## config.mk

```make
export PLATFORM = sky130hd
export DESIGN_NAME = lvds_tx_sched
export DESIGN_NICKNAME = d
export VERILOG_FILES = /design/src/rtl/lvds_link_pkg.sv /design/src/rtl/lvds_tx_sched_rr_arb.sv /design/src/rtl/lvds_tx_sched.sv
export SDC_FILE = /design/constraint.sdc
export NUM_CORES = 1
export LEC_CHECK = 0
export CAP_MARGIN = 20
export CORE_UTILIZATION = 41
export DETAILED_ROUTE_END_ITERATION = 8
export GPL_TIMING_DRIVEN = 0
export PLACE_DENSITY = 0.87
export SLEW_MARGIN = 20
export SYNTH_ARGS = -nofsm -noshare
export SYNTH_HDL_FRONTEND = slang
export SYNTH_SLANG_ARGS = --single-unit
export TNS_END_PERCENT = 20
```

## constraint.sdc

```tcl
create_clock -name c -period 3.6 [get_ports c]
set_input_delay 0.36 -clock c [delete_from_list [all_inputs] [get_ports c]]
set_output_delay 0.36 -clock c [all_outputs]
set_load 0.1 [all_outputs]
```

## src/rtl/lvds_link_pkg.sv

```systemverilog
// Shared LVDS link definitions: frame geometry, keepalive tag and frame helpers
// used by the TX scheduler and the RX-side demux.
package lvds_link_pkg;

    localparam int NB   = 42;
    localparam int TAGW = 3;
    localparam int PW   = NB - TAGW;

    localparam logic [TAGW-1:0] KA_TAG = {TAGW{1'b1}};

    typedef struct packed {
        logic [TAGW-1:0] tag;
        logic [PW-1:0]   payload;
    } frame_t;

    // Cycles needed to shift an nb+1 bit frame at 4 bits per cycle.
    function automatic int gap_cycles(input int nb);
        return (nb + 4) / 4;
    endfunction

    function automatic logic [NB-1:0] pack_frame(input logic [TAGW-1:0] tag,
                                                 input logic [PW-1:0]   payload);
        return {tag, payload};
    endfunction

    function automatic frame_t unpack_frame(input logic [NB-1:0] d);
        return frame_t'(d);
    endfunction

endpackage

```

## src/rtl/lvds_tx_sched_rr_arb.sv

```systemverilog
// Combinational round-robin arbiter: the search starts at ptr and wraps mod N,
// returning a one-hot grant plus the index of the winner.
module rr_arb #(
    parameter int N  = 4,
    parameter int IW = (N > 1) ? $clog2(N) : 1
) (
    input  logic [N-1:0]  req,
    input  logic [IW-1:0] ptr,
    output logic [N-1:0]  gnt,
    output logic          any,
    output logic [IW-1:0] gnt_idx
);

    logic [IW-1:0] j;

    always_comb begin
        gnt     = '0;
        any     = 1'b0;
        gnt_idx = '0;
        j       = '0;
        for (int k = 0; k < N; k++) begin
            j = IW'((int'(ptr) + k) % N);
            if (!any && req[j]) begin
                any     = 1'b1;
                gnt[j]  = 1'b1;
                gnt_idx = j;
            end
        end
    end

endmodule

```

## src/rtl/lvds_tx_sched.sv

```systemverilog
// Frame scheduler feeding lvds_tx: round-robin sharing of one link, frame pacing
// so each frame fully shifts out, and keepalive insertion on an idle link.
module lvds_tx_sched
    import lvds_link_pkg::*;
#(
    parameter int NB   = lvds_link_pkg::NB,
    parameter int NREQ = 4,
    parameter int TAGW = lvds_link_pkg::TAGW,
    parameter int GAP  = gap_cycles(NB),
    parameter int KA   = 1024
) (
    input  logic                       c,
    input  logic                       rn,
    input  logic                       en,
    input  logic [NREQ-1:0]            req_v,
    input  logic [NREQ*(NB-TAGW)-1:0]  req_d,
    output logic [NREQ-1:0]            req_ack,
    output logic                       tx_v,
    output logic [NB-1:0]              tx_d,
    output logic [15:0]                ka_seq
);

    localparam int PW   = NB - TAGW;
    localparam int PTRW = (NREQ > 1) ? $clog2(NREQ) : 1;
    localparam int GCW  = $clog2(GAP);
    localparam int ICW  = $clog2(KA);

    localparam logic [GCW-1:0]  GC_RELOAD = GCW'(GAP - 1);
    localparam logic [ICW-1:0]  IC_MAX    = ICW'(KA - 1);
    localparam logic [TAGW-1:0] KA_TAG_W  = {TAGW{1'b1}};

    logic [PTRW-1:0] ptr_q, ptr_d;
    logic [GCW-1:0]  gc_q, gc_d;
    logic [ICW-1:0]  ic_q, ic_d;
    logic            tx_v_q, tx_v_d;
    logic [NB-1:0]   tx_d_q, tx_d_d;
    logic [NREQ-1:0] req_ack_q, req_ack_d;
    logic [15:0]     ka_seq_q, ka_seq_d;

    logic [NREQ-1:0] gnt;
    logic            any;
    logic [PTRW-1:0] gnt_idx;
    logic [PW-1:0]   payload;
    logic            slot_open;
    logic            ka_due;
    logic            issue;

    rr_arb #(
        .N  (NREQ),
        .IW (PTRW)
    ) u_arb (
        .req     (req_v),
        .ptr     (ptr_q),
        .gnt     (gnt),
        .any     (any),
        .gnt_idx (gnt_idx)
    );

    assign slot_open = en && (gc_q == '0);
    assign ka_due    = (ic_q == IC_MAX);
    assign issue     = slot_open && (ka_due || any);

    always_comb begin
        payload = '0;
        for (int i = 0; i < NREQ; i++) begin
            if (gnt[i]) payload = req_d[i*PW +: PW];
        end
    end

    always_comb begin
        ptr_d     = ptr_q;
        gc_d      = (gc_q == '0) ? '0 : gc_q - 1'b1;
        ic_d      = ic_q;
        tx_v_d    = 1'b0;
        tx_d_d    = tx_d_q;
        req_ack_d = '0;
        ka_seq_d  = ka_seq_q;

        if (issue) begin
            tx_v_d = 1'b1;
            gc_d   = GC_RELOAD;
            ic_d   = '0;
            // A due keepalive preempts requesters and leaves the rr pointer alone.
            if (ka_due) begin
                tx_d_d   = {KA_TAG_W, PW'(ka_seq_q)};
                ka_seq_d = ka_seq_q + 16'd1;
            end else begin
                tx_d_d    = {TAGW'(gnt_idx), payload};
                req_ack_d = gnt;
                ptr_d     = (int'(gnt_idx) == NREQ - 1) ? '0 : gnt_idx + 1'b1;
            end
        end else if (slot_open && !ka_due) begin
            // Idle time is counted in open slots only, so a frame gap never
            // eats into the keepalive interval.
            ic_d = ic_q + 1'b1;
        end
    end

    always_ff @(posedge c or negedge rn) begin
        if (!rn) begin
            ptr_q     <= '0;
            gc_q      <= '0;
            ic_q      <= '0;
            tx_v_q    <= 1'b0;
            tx_d_q    <= '0;
            req_ack_q <= '0;
            ka_seq_q  <= '0;
        end else begin
            ptr_q     <= ptr_d;
            gc_q      <= gc_d;
            ic_q      <= ic_d;
            tx_v_q    <= tx_v_d;
            tx_d_q    <= tx_d_d;
            req_ack_q <= req_ack_d;
            ka_seq_q  <= ka_seq_d;
        end
    end

    assign tx_v    = tx_v_q;
    assign tx_d    = tx_d_q;
    assign req_ack = req_ack_q;
    assign ka_seq  = ka_seq_q;

endmodule

```

# Word-level counts from Yosys, hierarchy flattened
# Index checks and enable logic that the tools add are counted.
# word_totals
ff_bits,79
out_inout_bits,63
# op_classes
add_sub_neg,7
magnitude_cmp,8
n_eq_ne,2
n_mux,41
bitwise,4
n_reduce_logical,19
# ops
op,count
39-bit two-way mux,4
42-bit two-way mux,1
4-bit two-way mux,8
10-bit two-way mux,2
"16-bit by 1-bit adder with 16-bit output, second input constant",1
1-bit two-way mux,13
"2-bit by 3-bit < comparator with 1-bit output, second input constant",4
4-bit OR,3
"10-bit by 1-bit adder with 10-bit output, second input constant",1
"10-bit == test, second input constant",1
1-bit logical AND,10
2-bit two-way mux,5
1-bit binary-select mux with 2-bit select,4
1-bit demux with 2-bit select,4
"2-bit by 1-bit greater-or-equal comparator with 1-bit output, second input constant",4
"2-bit by 1-bit adder with 2-bit output, second input constant",2
"2-bit adder, second input constant",2
1-bit logical NOT,4
4-bit logical NOT,1
2-bit AND reduction,2
"4-bit by 1-bit subtractor with 4-bit output, second input constant",1
"2-bit by 1-bit == test with 1-bit output, second input constant",1
2-bit nonzero test,1
1-bit logical OR,1
1-bit NOT,1

# Longest topological paths before layout
# Gate-level depths: netlist of the first run.
# logic_depth
word_depth,17
ltp_mapped,13

# Cells and area by module
# Synthesis of the first run repeated with hierarchy kept, for this count alone.
# unflattened
hier_cells,537
hier_area_um2,5036.1
# by_module_without_submodules
mod,n_inst,cells_per_inst,area_per_inst_um2
lvds_tx_sched,1,492,4616.9
rr_arb,1,45,419.2

# Least setup slack after synthesis of the first run
# No wires, ideal clock.
# synth_path
path_type,register -> register
start,register ptr_q[0]
end,"register tx_d_q[13], in the netlist tx_d[13]"
setup_ns,0.136
t_arrival_ns,2.929
required_time_ns,3.464
path_slack_ns,0.536
path_stages_with_launch,12
n_path_buf,3
path_cell_list,dfrtp_1 buf_2 inv_1 ha_1 buf_6 mux4_2 a221o_1 a22oi_2 nor2_1 buf_6 a222oi_1 o21ai_1
# synth_between
elab_chain_cells,17
word_cells_on_any_way,55
classes_between,3 x add/sub; 8 x order compare; 29 x mux; 3 x bitwise; 12 x reduce/logical
# synth_rtl
item,line,rtl
"start, declared",lvds_tx_sched.sv:32,"logic [PTRW-1:0] ptr_q, ptr_d;"
"start signal, assigned",lvds_tx_sched.sv:109,ptr_q <= ptr_d;
branches (longest 17 deep; another with 2-bit by 3-bit < comparator with 1-bit output),--,
"end signal, assigned",lvds_tx_sched.sv:113,tx_d_q <= tx_d_d;
"end, declared",lvds_tx_sched.sv:36,"logic [NB-1:0] tx_d_q, tx_d_d;"
# Several ways; the timed one is not identified. The select of a mux whose other input is x is not followed.
# A chain may end at the register's enable or synchronous reset.

# Worst setup path in the final report of the first run
# layout_path
start,register ptr_q[0]
end,"register tx_d_q[18], in the netlist tx_d[18]"
# Same word-level chain as after synthesis.

==> out/qor.csv, run 1 <==
stage;metric;value;unit
power;Max VDD drop;586;uV
clocking;CTS H-tree lvls;3;
clocking;CTS Buf Count;9;
floorplanning;initial core utilization;42.8;%
clocking;# clock sinks;79;
synth;asr flop ratio synth;100;%
sta;Final min period;3420;ps
status;status;finished, final reports clean;
synth;Unique masters post-synth;50;
routing;wire length per cell;19.6;um
place;PortBufs;224;
routing;Vias/cell;5.93;
sta;setup repair after global routing missed its margin;no;
critical_path;critical-path cell list;buf_2 > inv_1 > ha_1 > buf_6 > mux4_2 > a221oi_2 > o21ai_1 > clkbuf_1 > a221oi_1 > o21ai_1;
routing;Via Count;4955;
min_path;Worst Hold Class;input port to asynchronous set/reset pin;
critical_path;worst path bufs/invs;4;
sta;final hold slack;491;ps
floorplanning;Die Footprint;11300;um2
critical_path;crit-path max FO;10;
place;Placement Setup Slack;-3.37;ps
sta;Final Cycle Share;95.1;%
synth;Seq/Total Area, Yosys;44.3;%
sta;Fmax;0.292;GHz
final_layout;Diodes inserted;0;
critical_path;Data arrival, critical path;3670;ps
floorplanning;core area;10400;um2
synth;mapped cell area;4460;um2
synth;Post-Synthesis Net Count;630;
critical_path;slowest cell on the critical path;mux4_2;
synth;synth warn;0;
place;Placed Cells;818;
sta;Fin Clk Skew;12.6;ps
routing;DRT iter0 DRCs;397;
critical_path;critical path's largest stage delay;630;ps
floorplanning;# rows;37;
synth;Yosys reg bits;79;
sta;Setup-failing EPs final;0;
power;P_leak;2.88;nW
place;Placer Congestion;0.903;
global_route;first-pass GRT wire length;25000;um
final_layout;post-route insts no fill;835;
floorplanning;I/O pin total;226;
clocking;clock slew at reported path FFs;100;ps
synth;Synth Flop Type;dfrtp_1;
sta;Slew Limit Fails;0;
clocking;Root Buffer;clkbuf_8;
routing;Residual DRC;0;
sta;final setup margin;177;ps
routing;post-route ant nets;0;
clocking;TritonCTS clock tree;built;
job;maxcap violations;0;
clocking;clock buffer depth;2;
clocking;Clk Latency, worst-skew pair;360;ps
routing;drt first pass iters;5;
critical_path;Crit path max-delay family;compound AO/OA/AOI/OAI gates;
final_layout;area grow syn2layout;60.6;%
final_layout;Layout Utilization;68.8;%
sta;final hold vios;0;
global_route;vias in the first global route;5029;
critical_path;CP Capture Type;flop;
final_layout;layout cells sized above 1;8.44;%
synth;syn avg cell area;9.76;um2
routing;routed wire length;16400;um
global_route;antenna violations before repair;0;
sta;slew margin rel.;29.6;%
floorplanning;Die Y;106;um
synth;Post-synth EDFFs;0;
critical_path;crit path launch type;flop;
global_route;GRT overflow;0;
critical_path;Worst EP required;3840;ps
place;DP HPWL;12800;um
power;Pwr Density;919;nW/um2
critical_path;Worst path most repeated cell;o21ai_1;
floorplanning;Die W;106;um
global_route;largest net degree at the start of global routing;49;
critical_path;Setup CP Type;flop to flop;
sta;Worst Max-Slew Pin Slew;1050;ps
synth;Post-Syn Instances;457;
final_layout;final net count;867;
global_route;Total GRT Usage;28.7;%
==> area by class of cell <==
cell class,instances,area (um2)
Multi-Input combinational cell,332,2280
Buffer,39,201
Timing Repair Buffer,226,2280
Inverter,7,26.3
Clock inverter,6,97.6
Clock buffer,10,138
Fill cell,798,3250
Sequential cell,79,1980
Tap cell,136,170
==> cell families (layout without fill, tap and decap cells) <==
logic type	Yosys count	in the layout	share of synthesized area (%)
adder cells (fa/ha/maj)	10	10	2.81
multiplexers	9	9	2.95
flip-flops	79	79	44.3
buffers and inverters	46	288	5.02
XOR/XNOR	18	18	3.53
AO/OA/AOI/OAI	200	200	30.7
AND/OR/NAND/NOR	95	95	10.7
==> per-layer routing <==
metal | vias to the layer above | global-route usage (%) | part of all wire (%)
met5 | - | 0 | 0
met4 | 0 | 10.5 | 2.3
met3 | 37 | 6.99 | 9.3
met2 | 288 | 51.9 | 50
met1 | 2381 | 32.4 | 38
li1 | 2249 | - | -
==> final timing paths <==
path                       slack [ps]  cells past startpoint  startpoint  endpoint
max                               180                     10    ptr_q[0]  tx_d[18]
min                               490                      2          rn   tx_d[2]
max reg2reg                       180                     10    ptr_q[0]  tx_d[18]
min reg2reg                       490                      1     gc_q[0]   gc_q[0]
max in group asynchronous        2530                      3          rn  tx_d[33]
min in group c                    490                      1     gc_q[0]   gc_q[0]
==> sequential cells by signal (all words and copies together) (netlist names) <==
register / count
ic_q: 10
ptr_q: 2
ka_seq: 16
tx_v: 1
gc_q: 4
req_ack: 4
tx_d: 42
==> power by group <==
| part | switching (mW) | internal (mW) | total [mW] |
|---|---|---|---|
| sequential | 0.173 | 1.14 | 1.31 |
| clock | 0.360 | 0.422 | 0.782 |
| combinational | 3.12 | 1.37 | 4.49 |
==> synthesized netlist by cell type (8+ instances only) <==
library cell / n / share of area, %
o21ai_1: 73 / 8.2
a22oi_1: 25 / 4.2
a222oi_1: 15 / 3.4
nand2_1: 25 / 2.1
clkbuf_1: 20 / 1.7
ha_1: 10 / 2.8
a221oi_1: 39 / 7.7
a21oi_1: 9 / 1.0
dfrtp_1: 79 / 44
o21ai_0: 17 / 1.9
xnor2_1: 10 / 2.0
nor2_1: 26 / 2.2
xor2_1: 8 / 1.6
buf_2: 11 / 1.2
==> placed cells by master (no fill, tap or decap), drive strengths merged, types with 4 or more instances in the layout <==
cell	netlist	layout
a21oi	9	9
a221oi	41	41
a222oi	15	15
a22oi	26	26
and3	4	4
buf	19	21
clkbuf	20	30
clkdlybuf4s50	0	223
dfrtp	79	79
ha	10	10
inv	7	11
nand2	26	26
nand2b	5	5
nand3	6	6
nand4	7	7
nor2	26	26
nor2b	4	4
nor3	4	4
o211ai	4	4
o21ai	90	90
o31ai	4	4
xnor2	10	10
xor2	8	8
==> metrics by stage <==
step	TNS [ps]	total power, mW	area, um2
floorplan	0	4.49	4460
global placement	-47080	5.62	6870
detailed placement	-3.37	5.75	6900
CTS	0	6.55	7150
global route	0	6.89	7160
finish	0	6.59	7160
==> repair_timing <==
action,4_1_cts,5_1_grt
hold buffers,1,0
gates resized for setup,2,7
setup endpoints to repair,1,39
endpoints found under the hold margin,31,0
buffers inserted,0,0
pin swaps,0,0
Power figures use the tool's default switching activity.
==> run 2, diff against run 1 <==
--- a/config.mk
+++ b/config.mk
@@ -6,11 +6,12 @@
 export NUM_CORES = 1
 export LEC_CHECK = 0
 export CAP_MARGIN = 20
-export CORE_UTILIZATION = 41
+export CORE_UTILIZATION = 25
 export DETAILED_ROUTE_END_ITERATION = 8
 export GPL_TIMING_DRIVEN = 0
-export PLACE_DENSITY = 0.87
-export SLEW_MARGIN = 20
+export HOLD_SLACK_MARGIN = 0.06
+export PLACE_DENSITY = 0.6
+export SLEW_MARGIN = 25
 export SYNTH_ARGS = -nofsm -noshare
 export SYNTH_HDL_FRONTEND = slang
 export SYNTH_SLANG_ARGS = --single-unit
==> run 2 against run 1 <==
Effect of this change: final area up 3.0%; sequential cell count unchanged; via count shrank 2.2%; non-clock buffer count grew 1; cell count rose by 11%; power increased by 4.0%; core utilization fell by 26 points; clock skew is 5.1 ps lower; hold slack worse by 9.1 ps; die area up 63%; count of clock-buffer cells in the layout did not move; combinational power is 2% higher; critical endpoint is now tx_d[0]; largest cell class unchanged.
==> out/qor.csv, run 2 (synthesis results as in run 1) <==
stage;metric;value;unit;change
sta;final setup margin;202;ps;+25.1 ps
sta;Slew Limit Fails;0;;unchanged
final_layout;most frequent cells in the layout;223 x clkdlybuf4s50_1, 78 x dfrtp_1, 73 x o21ai_1, 37 x a221oi_1, 26 x nor2_1;;
final_layout;area grow syn2layout;65.4;%;
clocking;clock buffer depth;2;;unchanged
routing;wire length per cell;18.9;um;-3.9%
sta;Fin Clk Skew;7.50;ps;-5.13 ps
global_route;first-pass GRT wire length;25700;um;+2.8%
sta;Setup-failing EPs final;0;;unchanged
final_layout;Diodes inserted;0;;unchanged
place;DP HPWL;13500;um;+5.4%
clocking;Root Buffer;clkbuf_16;;
min_path;Worst Hold Class;flop to flop;;
final_layout;commonest non-fill, non-tap cell in the layout;clkdlybuf4s50_1;;
power;Overall Power;6.85;mW;+4.0%
floorplanning;initial core utilization;25.7;%;-17 points
clocking;TritonCTS clock tree;built;;
clocking;CTS Buf Count;9;;unchanged
floorplanning;I/O pin total;226;;unchanged
power;Pwr Density;928;nW/um2;+0.99%
sta;Final min period;3400;ps;-25.1 ps
final_layout;max reg flops;42;;unchanged
global_route;vias in the first global route;4885;;-2.9%
sta;Final Cycle Share;94.4;%;-0.70 points
global_route;GRT overflow;0;;unchanged
clocking;clock slew at reported path FFs;70;ps;-30 ps
floorplanning;Die Footprint;18400;um2;+63%
sta;Fmax;0.294;GHz;+0.74%
floorplanning;# rows;48;;+30%
final_layout;final net count;868;;+0.12%
job;maxcap violations;0;;unchanged
status;status;finished, final reports clean;;
critical_path;crit path launch type;flop;;
critical_path;crit-path max FO;11;;+1
sta;slew margin rel.;31.3;%;+1.7 points
clocking;Clk Latency, worst-skew pair;350;ps;about the same
clocking;CTS H-tree lvls;3;;unchanged
global_route;GR Util met3;4.90;%;-2.1 points
place;Placer Congestion;0.870;;-3.6%
routing;Via Count;4846;;-2.2%
place;Placed Cells;907;;+11%
sta;Worst Max-Slew Pin Slew;1030;ps;-25.3 ps
final_layout;Design Area, Final;7380;um2;+3.0%
critical_path;CP Capture Type;flop;;
global_route;GRT busiest layer;met2;;
floorplanning;Die W;136;um;+28%
place;PortBufs;224;;unchanged
critical_path;Data arrival, critical path;3620;ps;-50 ps
routing;drt first pass iters;5;;unchanged
global_route;met2 track utilization from global routing;32.9;%;-19 points
global_route;Total GRT Usage;18.6;%;-10 points
place;placed inst area;7010;um2;+1.6%
global_route;antenna violations before repair;0;;unchanged
floorplanning;Die Y;136;um;+28%
routing;routed wire length;17500;um;+6.4%
final_layout;layout cells sized above 1;9.00;%;+0.56 points
global_route;largest net degree at the start of global routing;47;;-4.1%
sta;setup repair after global routing missed its margin;no;;
routing;DRT iter0 DRCs;426;;+7.3%
sta;final hold slack;482;ps;-9.14 ps
critical_path;Setup CP Type;flop to flop;;
routing;Vias/cell;5.24;;-12%
floorplanning;core area;17400;um2;+67%
sta;final hold vios;0;;unchanged
clocking;# clock sinks;79;;unchanged
final_layout;post-route insts no fill;925;;+11%
critical_path;Worst EP required;3820;ps;-20 ps
routing;Residual DRC;0;;unchanged
global_route;met1 GRT Util;21.4;%;-11 points
power;Max VDD drop;557;uV;-5.0%
routing;post-route ant nets;0;;unchanged
power;P_leak;2.93;nW;+1.7%
place;Placement Setup Slack;-47.8;ps;-44.5 ps
==> run 2: power by group <==
part | internal [mW] | leakage, nW | switching, mW
Clock | 0.568 | 0.154 | 0.407
Combinational | 1.40 | 1.74 | 3.16
Sequential | 1.14 | 1.03 | 0.173
==> run 2: path summary, 6_finish.rpt <==
path                       startpoint       end  slack [ps]  cells after the start
min reg2reg                  tx_d[41]  tx_d[41]         480                      1
min in group asynchronous          rn   tx_d[3]         510                      2
max reg2reg                  ptr_q[1]   tx_d[0]         200                      9
min                          tx_d[41]  tx_d[41]         480                      1
max                          ptr_q[1]   tx_d[0]         200                      9
max in group asynchronous          rn  tx_d[19]        2480                      3
==> run 2: per-layer routing <==
layer / share of wire (%) / vias up
met1: 41 / 2362
met2: 50 / 210
li1: - / 2251
met4: 1.8 / 0
met3: 7.0 / 23
met5: 0 / -
==> run 2: through the flow <==
| step | TNS (ps) | utilization, % |
|---|---|---|
| 5_1_grt | 0 | 42.5 |
| 2_1_floorplan | 0 | - |
| 3_5_place_dp | -47.8 | 40.4 |
| 3_3_place_gp | -63580 | 40.2 |
| 4_1_cts | 0 | 42.3 |
| 6_report | 0 | 42.5 |
==> run 2: cell type report <==
| cell class | instances | area (um2) |
|---|---|---|
| Tap cell | 225 | 282 |
| Buffer | 39 | 208 |
| Timing Repair Buffer | 227 | 2280 |
| Inverter | 7 | 26.3 |
| Sequential cell | 79 | 1980 |
| Fill cell | 1660 | 9980 |
| Clock inverter | 6 | 73.8 |
| Clock buffer | 10 | 239 |
| Multi-Input combinational cell | 332 | 2290 |
==> run 2: worst max-delay path: stages (launching register included) <==
cell	delay, ps
dfrtp_1	560
inv_1	190
ha_1	340
buf_6	140
mux4_2	640
a221oi_4	360
o21ai_1	180
clkbuf_2	260
a221oi_2	470
o211ai_1	120
==> run 2: repair_timing <==
action,4_1_cts,5_1_grt
endpoints found under the hold margin,33,0
hold buffers,1,0
resized for setup,3,13
setup buffers,0,1
setup endpoints to repair,2,39
==> RTL change 1, RTL diff (config.mk and constraints of run 2) <==
`KA`: 1024 -> 2048.
--- a/src/rtl/lvds_tx_sched.sv
+++ b/src/rtl/lvds_tx_sched.sv
@@ -8,5 +8,5 @@
     parameter int TAGW = lvds_link_pkg::TAGW,
     parameter int GAP  = gap_cycles(NB),
-    parameter int KA   = 1024
+    parameter int KA   = 2048
 ) (
     input  logic                       c,
Check against the original RTL: no difference found for any inputs over 4 cycles, from zero or initial values; that may be too few to reach the edited logic, so the function may still have changed.
==> RTL change 1 against run 2 <==
  * Clock power shrank 2.8%
  * Count of clock-buffer cells in the layout did not move
  * Final area up 12%
  * Wire length grew 19%
  * Power up 8.4%
  * Setup slack got worse by 0.044 ns
  * Sequential share of layout area fell by 2.5 points
  * Sequential cell count is 1 higher
  * Synthesized area up 17%
  * Critical path depth grew 3
  * Critical endpoint unchanged
  * Largest cell class is now multi-input gates
==> RTL change 1: results (changes against run 2) <==
- Result of the run: completed
- Worst min path class: input pin to async pin
- Top cells by area, synth: dfrtp_1 38%, a221oi_1 6.7%, o21ai_0 5.5%
- Drt first-iter violations: 392 (-8.0%)
- Amount of wire on met2 after detailed routing: 9910 um (+14%)
- Total wire length after detailed routing: 20,800 um (+19%)
- Global-route wire length before repair: 31,800 um (+24%)
- Proportion of synthesized chip area in sequential cells: 38.4% (-5.9 points)
- Detail-routed net length per standard cell: 18.8 um (-0.21%)
- Post-route met1 wirelength: 9210 um (+28%)
- Highest fanout seen on the critical path: 10 (-1)
- P_leak: 3.32 nW (+13%)
- Routability congestion estimate: 0.833 (-4.3%)
- Count of fill cells added during filler insertion: 2,025 (+22%)
- Maximum ir drop on the vdd rail: 360 uV (-35%)
- Synth Instances: 589 (+29%)
- Global Route Usage Sum: 19.3% (+0.63 points)
- Share of the synthesized area in the top cell type: 38.4% (-5.9 points)
- Max-Slew Margin vs Limit: 29.0% (-2.4 points)
- Post-synth cell types: 56 (+12%)
- Layout cell share with drive strength beyond 1: 10.3% (+1.3 points)
- Setup clock skew after layout: 0.0102 ns (+0.00269 ns)
- Switching part of the total: 55.0% (+0.35 points)
- Maximum number of pins on one net before global-route repair: 57 (+21%)
- Setup WS pre-CTS: -0.648 ns (-0.601 ns)
- Half-perimeter wire length of the detailed placement result: 15,800 um (+17%)
- Number of nets in the synthesized netlist: 762 (+21%)
RTL change 1: metal layers:
metal	track usage, %	up-vias
li1	-	2698
met1	25.5	2745
met2	31.4	231
met3	3.34	31
met4	6.82	0
met5	0	-
RTL change 1: worst paths after layout:
kind                       slack (ns)  depth (start not counted)         end      from
max reg2reg                      0.16                         12     tx_d[0]  ptr_q[0]
min                              0.46                          2  req_ack[2]        rn
min reg2reg                      0.48                          1     gc_q[0]   gc_q[0]
min in group c                   0.48                          1     gc_q[0]   gc_q[0]
max in group asynchronous        2.56                          3    tx_d[27]        rn
max                              0.16                         12     tx_d[0]  ptr_q[0]
RTL change 1: cell families after synthesis:
logic type	count (synthesis)	share of synthesized area, %
muxes	11	2.90
buffers and inverters	102	8.13
AOI/OAI and AO/OA	264	35.2
adders and majority gates	10	2.40
xor gates and xnor gates	15	2.52
DFF	80	38.4
and+or+nand+nor	107	10.5
RTL change 1: layout make-up:
class	instances	area, um^2	share of cell area, %
clock inverters	6	68.8	0.833
plain buffers	56	285	3.45
clock buffers	10	229	2.77
repair buffers	229	2310	27.9
flip-flops and latches	80	2000	24.3
multi-input cells	407	2850	34.5
inverters	46	173	2.09
diodes	1	2.50	0.0303
well taps	270	338	4.09
RTL change 1: what timing repair did:
action,4_1_cts,5_1_grt
endpoints found under the setup margin,42,40
resized for setup,19,23
hold endpoints to repair,24,0
hold buffers,1,0
pin swaps,1,0
gates cloned,0,0
setup buffers,1,1
RTL change 1: through the flow:
stage	area (um^2)	TNS [ns]
after floorplan	5220	0
after global placement	7810	-98.75
after detailed placement	7840	-19.06
after CTS	8220	0
after global routing	8260	0
final	8260	0
RTL change 1: power groups by stage:
stage | logic (mW) | registers, mW | clock network, mW
CTS | 5.11 | 1.31 | 0.970
detailed placement | 4.98 | 1.33 | 0
floorplan | 2.06 | 2.79 | 0
global placement | 4.94 | 1.33 | 0
finish | 5.17 | 1.31 | 0.948
global route | 5.50 | 1.34 | 1.00
RTL change 1: critical path, cell delays in order, from the launching register on:
cell,delay (ns)
dfrtp_2,0.38
buf_6,0.14
clkbuf_4,0.20
inv_1,0.09
ha_1,0.29
clkbuf_4,0.20
mux4_2,0.43
inv_1,0.08
a2111o_1,0.45
a21o_1,0.24
buf_2,0.22
a221oi_2,0.45
o21ai_1,0.13
==> RTL change 2, RTL diff (settings of run 2) <==
Made on the original files. Take the reset off `gc_q` and `ic_q` and load them in a clocked block of their own.
--- a/src/rtl/lvds_tx_sched.sv
+++ b/src/rtl/lvds_tx_sched.sv
@@ -100,6 +100,4 @@
         if (!rn) begin
             ptr_q     <= '0;
-            gc_q      <= '0;
-            ic_q      <= '0;
             tx_v_q    <= 1'b0;
             tx_d_q    <= '0;
@@ -108,6 +106,4 @@
         end else begin
             ptr_q     <= ptr_d;
-            gc_q      <= gc_d;
-            ic_q      <= ic_d;
             tx_v_q    <= tx_v_d;
             tx_d_q    <= tx_d_d;
@@ -115,4 +111,9 @@
             ka_seq_q  <= ka_seq_d;
         end
+    end
+
+    always_ff @(posedge c) begin
+        gc_q <= gc_d;
+        ic_q <= ic_d;
     end
 
Behaviour: not the same (a bounded check fails within 4 cycles, from zero or initial values; the reset may be asserted at any time).
==> RTL change 2 against run 2 <==
  * Sequential cell count unchanged
  * Power up 11%
  * Setup slack improved by 0.098 ns
  * First-iteration DRC count is 29% lower
  * Synthesized area grew 17%
  * Worst hold slack got worse by 0.029 ns
  * Final area up 10%
  * Wire length increased by 15%
  * Critical path type unchanged
  * Largest power group unchanged
==> RTL change 2: results (changes against run 2) <==
- P_leak: 3.19 nW (+8.7%)
- Synth Instances: 556 (+22%)
- Global-route wire length before repair: 31,000 um (+21%)
- Xor and xnor fraction of the mapped netlist area: 3.70% (+0.17 points)
- Count of non-CTS inverters in the layout: 49 (+42)
- Clock Power Share: 12.3% (-1.9 points)
- Maximum number of pins on one net before global-route repair: 37 (-21%)
- Count of placed standard cells including taps: 1,051 (+16%)
- Multi-input gate count: 373 (+12%)
- Number of nets in the synthesized netlist: 729 (+16%)
- Mean number of vias per cell: 4.99 (-4.7%)
- Drt first-iter violations: 303 (-29%)
- Clock network power: 936 uW (-4.0%)
- Amount of wire on met2 after detailed routing: 9870 um (+13%)
- Async set-or-reset flop fraction in the synthesized netlist: 82.3% (-18 points)
- Worst path arrival time: 3.53 ns (-0.09 ns)
- Proportion of synthesized chip area in sequential cells: 36.6% (-7.7 points)
- Result of the run: completed
- Setup clock skew after layout: 0.00716 ns (-0.000341 ns)
- Nets: 966 (+11%)
- Power dissipated by switching net loads: 4.08 mW (+9.0%)
- Mux share of post-synthesis cell area: 3.10% (+0.15 points)
- Global Route Usage Sum: 19.0% (+0.36 points)
- Routability congestion estimate: 0.832 (-4.4%)
- Half-perimeter wire length of the detailed placement result: 15,300 um (+14%)
==> RTL change 2: path summary, 6_finish.rpt <==
path                       endpoint  startpoint  slack, ns  depth (start not counted)
max in group asynchronous  tx_d[35]          rn       2.56                          3
min reg2reg                 gc_q[0]     gc_q[0]       0.45                          1
max                        tx_d[25]    ptr_q[1]       0.30                         11
max reg2reg                tx_d[25]    ptr_q[1]       0.30                         11
min in group asynchronous   tx_d[8]          rn       0.48                          2
min                         gc_q[0]     gc_q[0]       0.45                          1
==> RTL change 2: worst max-delay path: stages, from the launching register on <==
cell	delay, ns
dfrtp_1	0.43
buf_2	0.24
inv_1	0.13
ha_1	0.31
buf_6	0.15
mux4_2	0.60
or3b_1	0.38
a21oi_1	0.26
a221oi_4	0.10
clkbuf_1	0.27
o21ai_0	0.25
o21ai_1	0.08
==> RTL change 2: repair_timing <==
action	CTS	global route
endpoints found under the setup margin	0	36
hold endpoints to repair	29	0
hold buffers	1	0
gates resized for setup	0	8
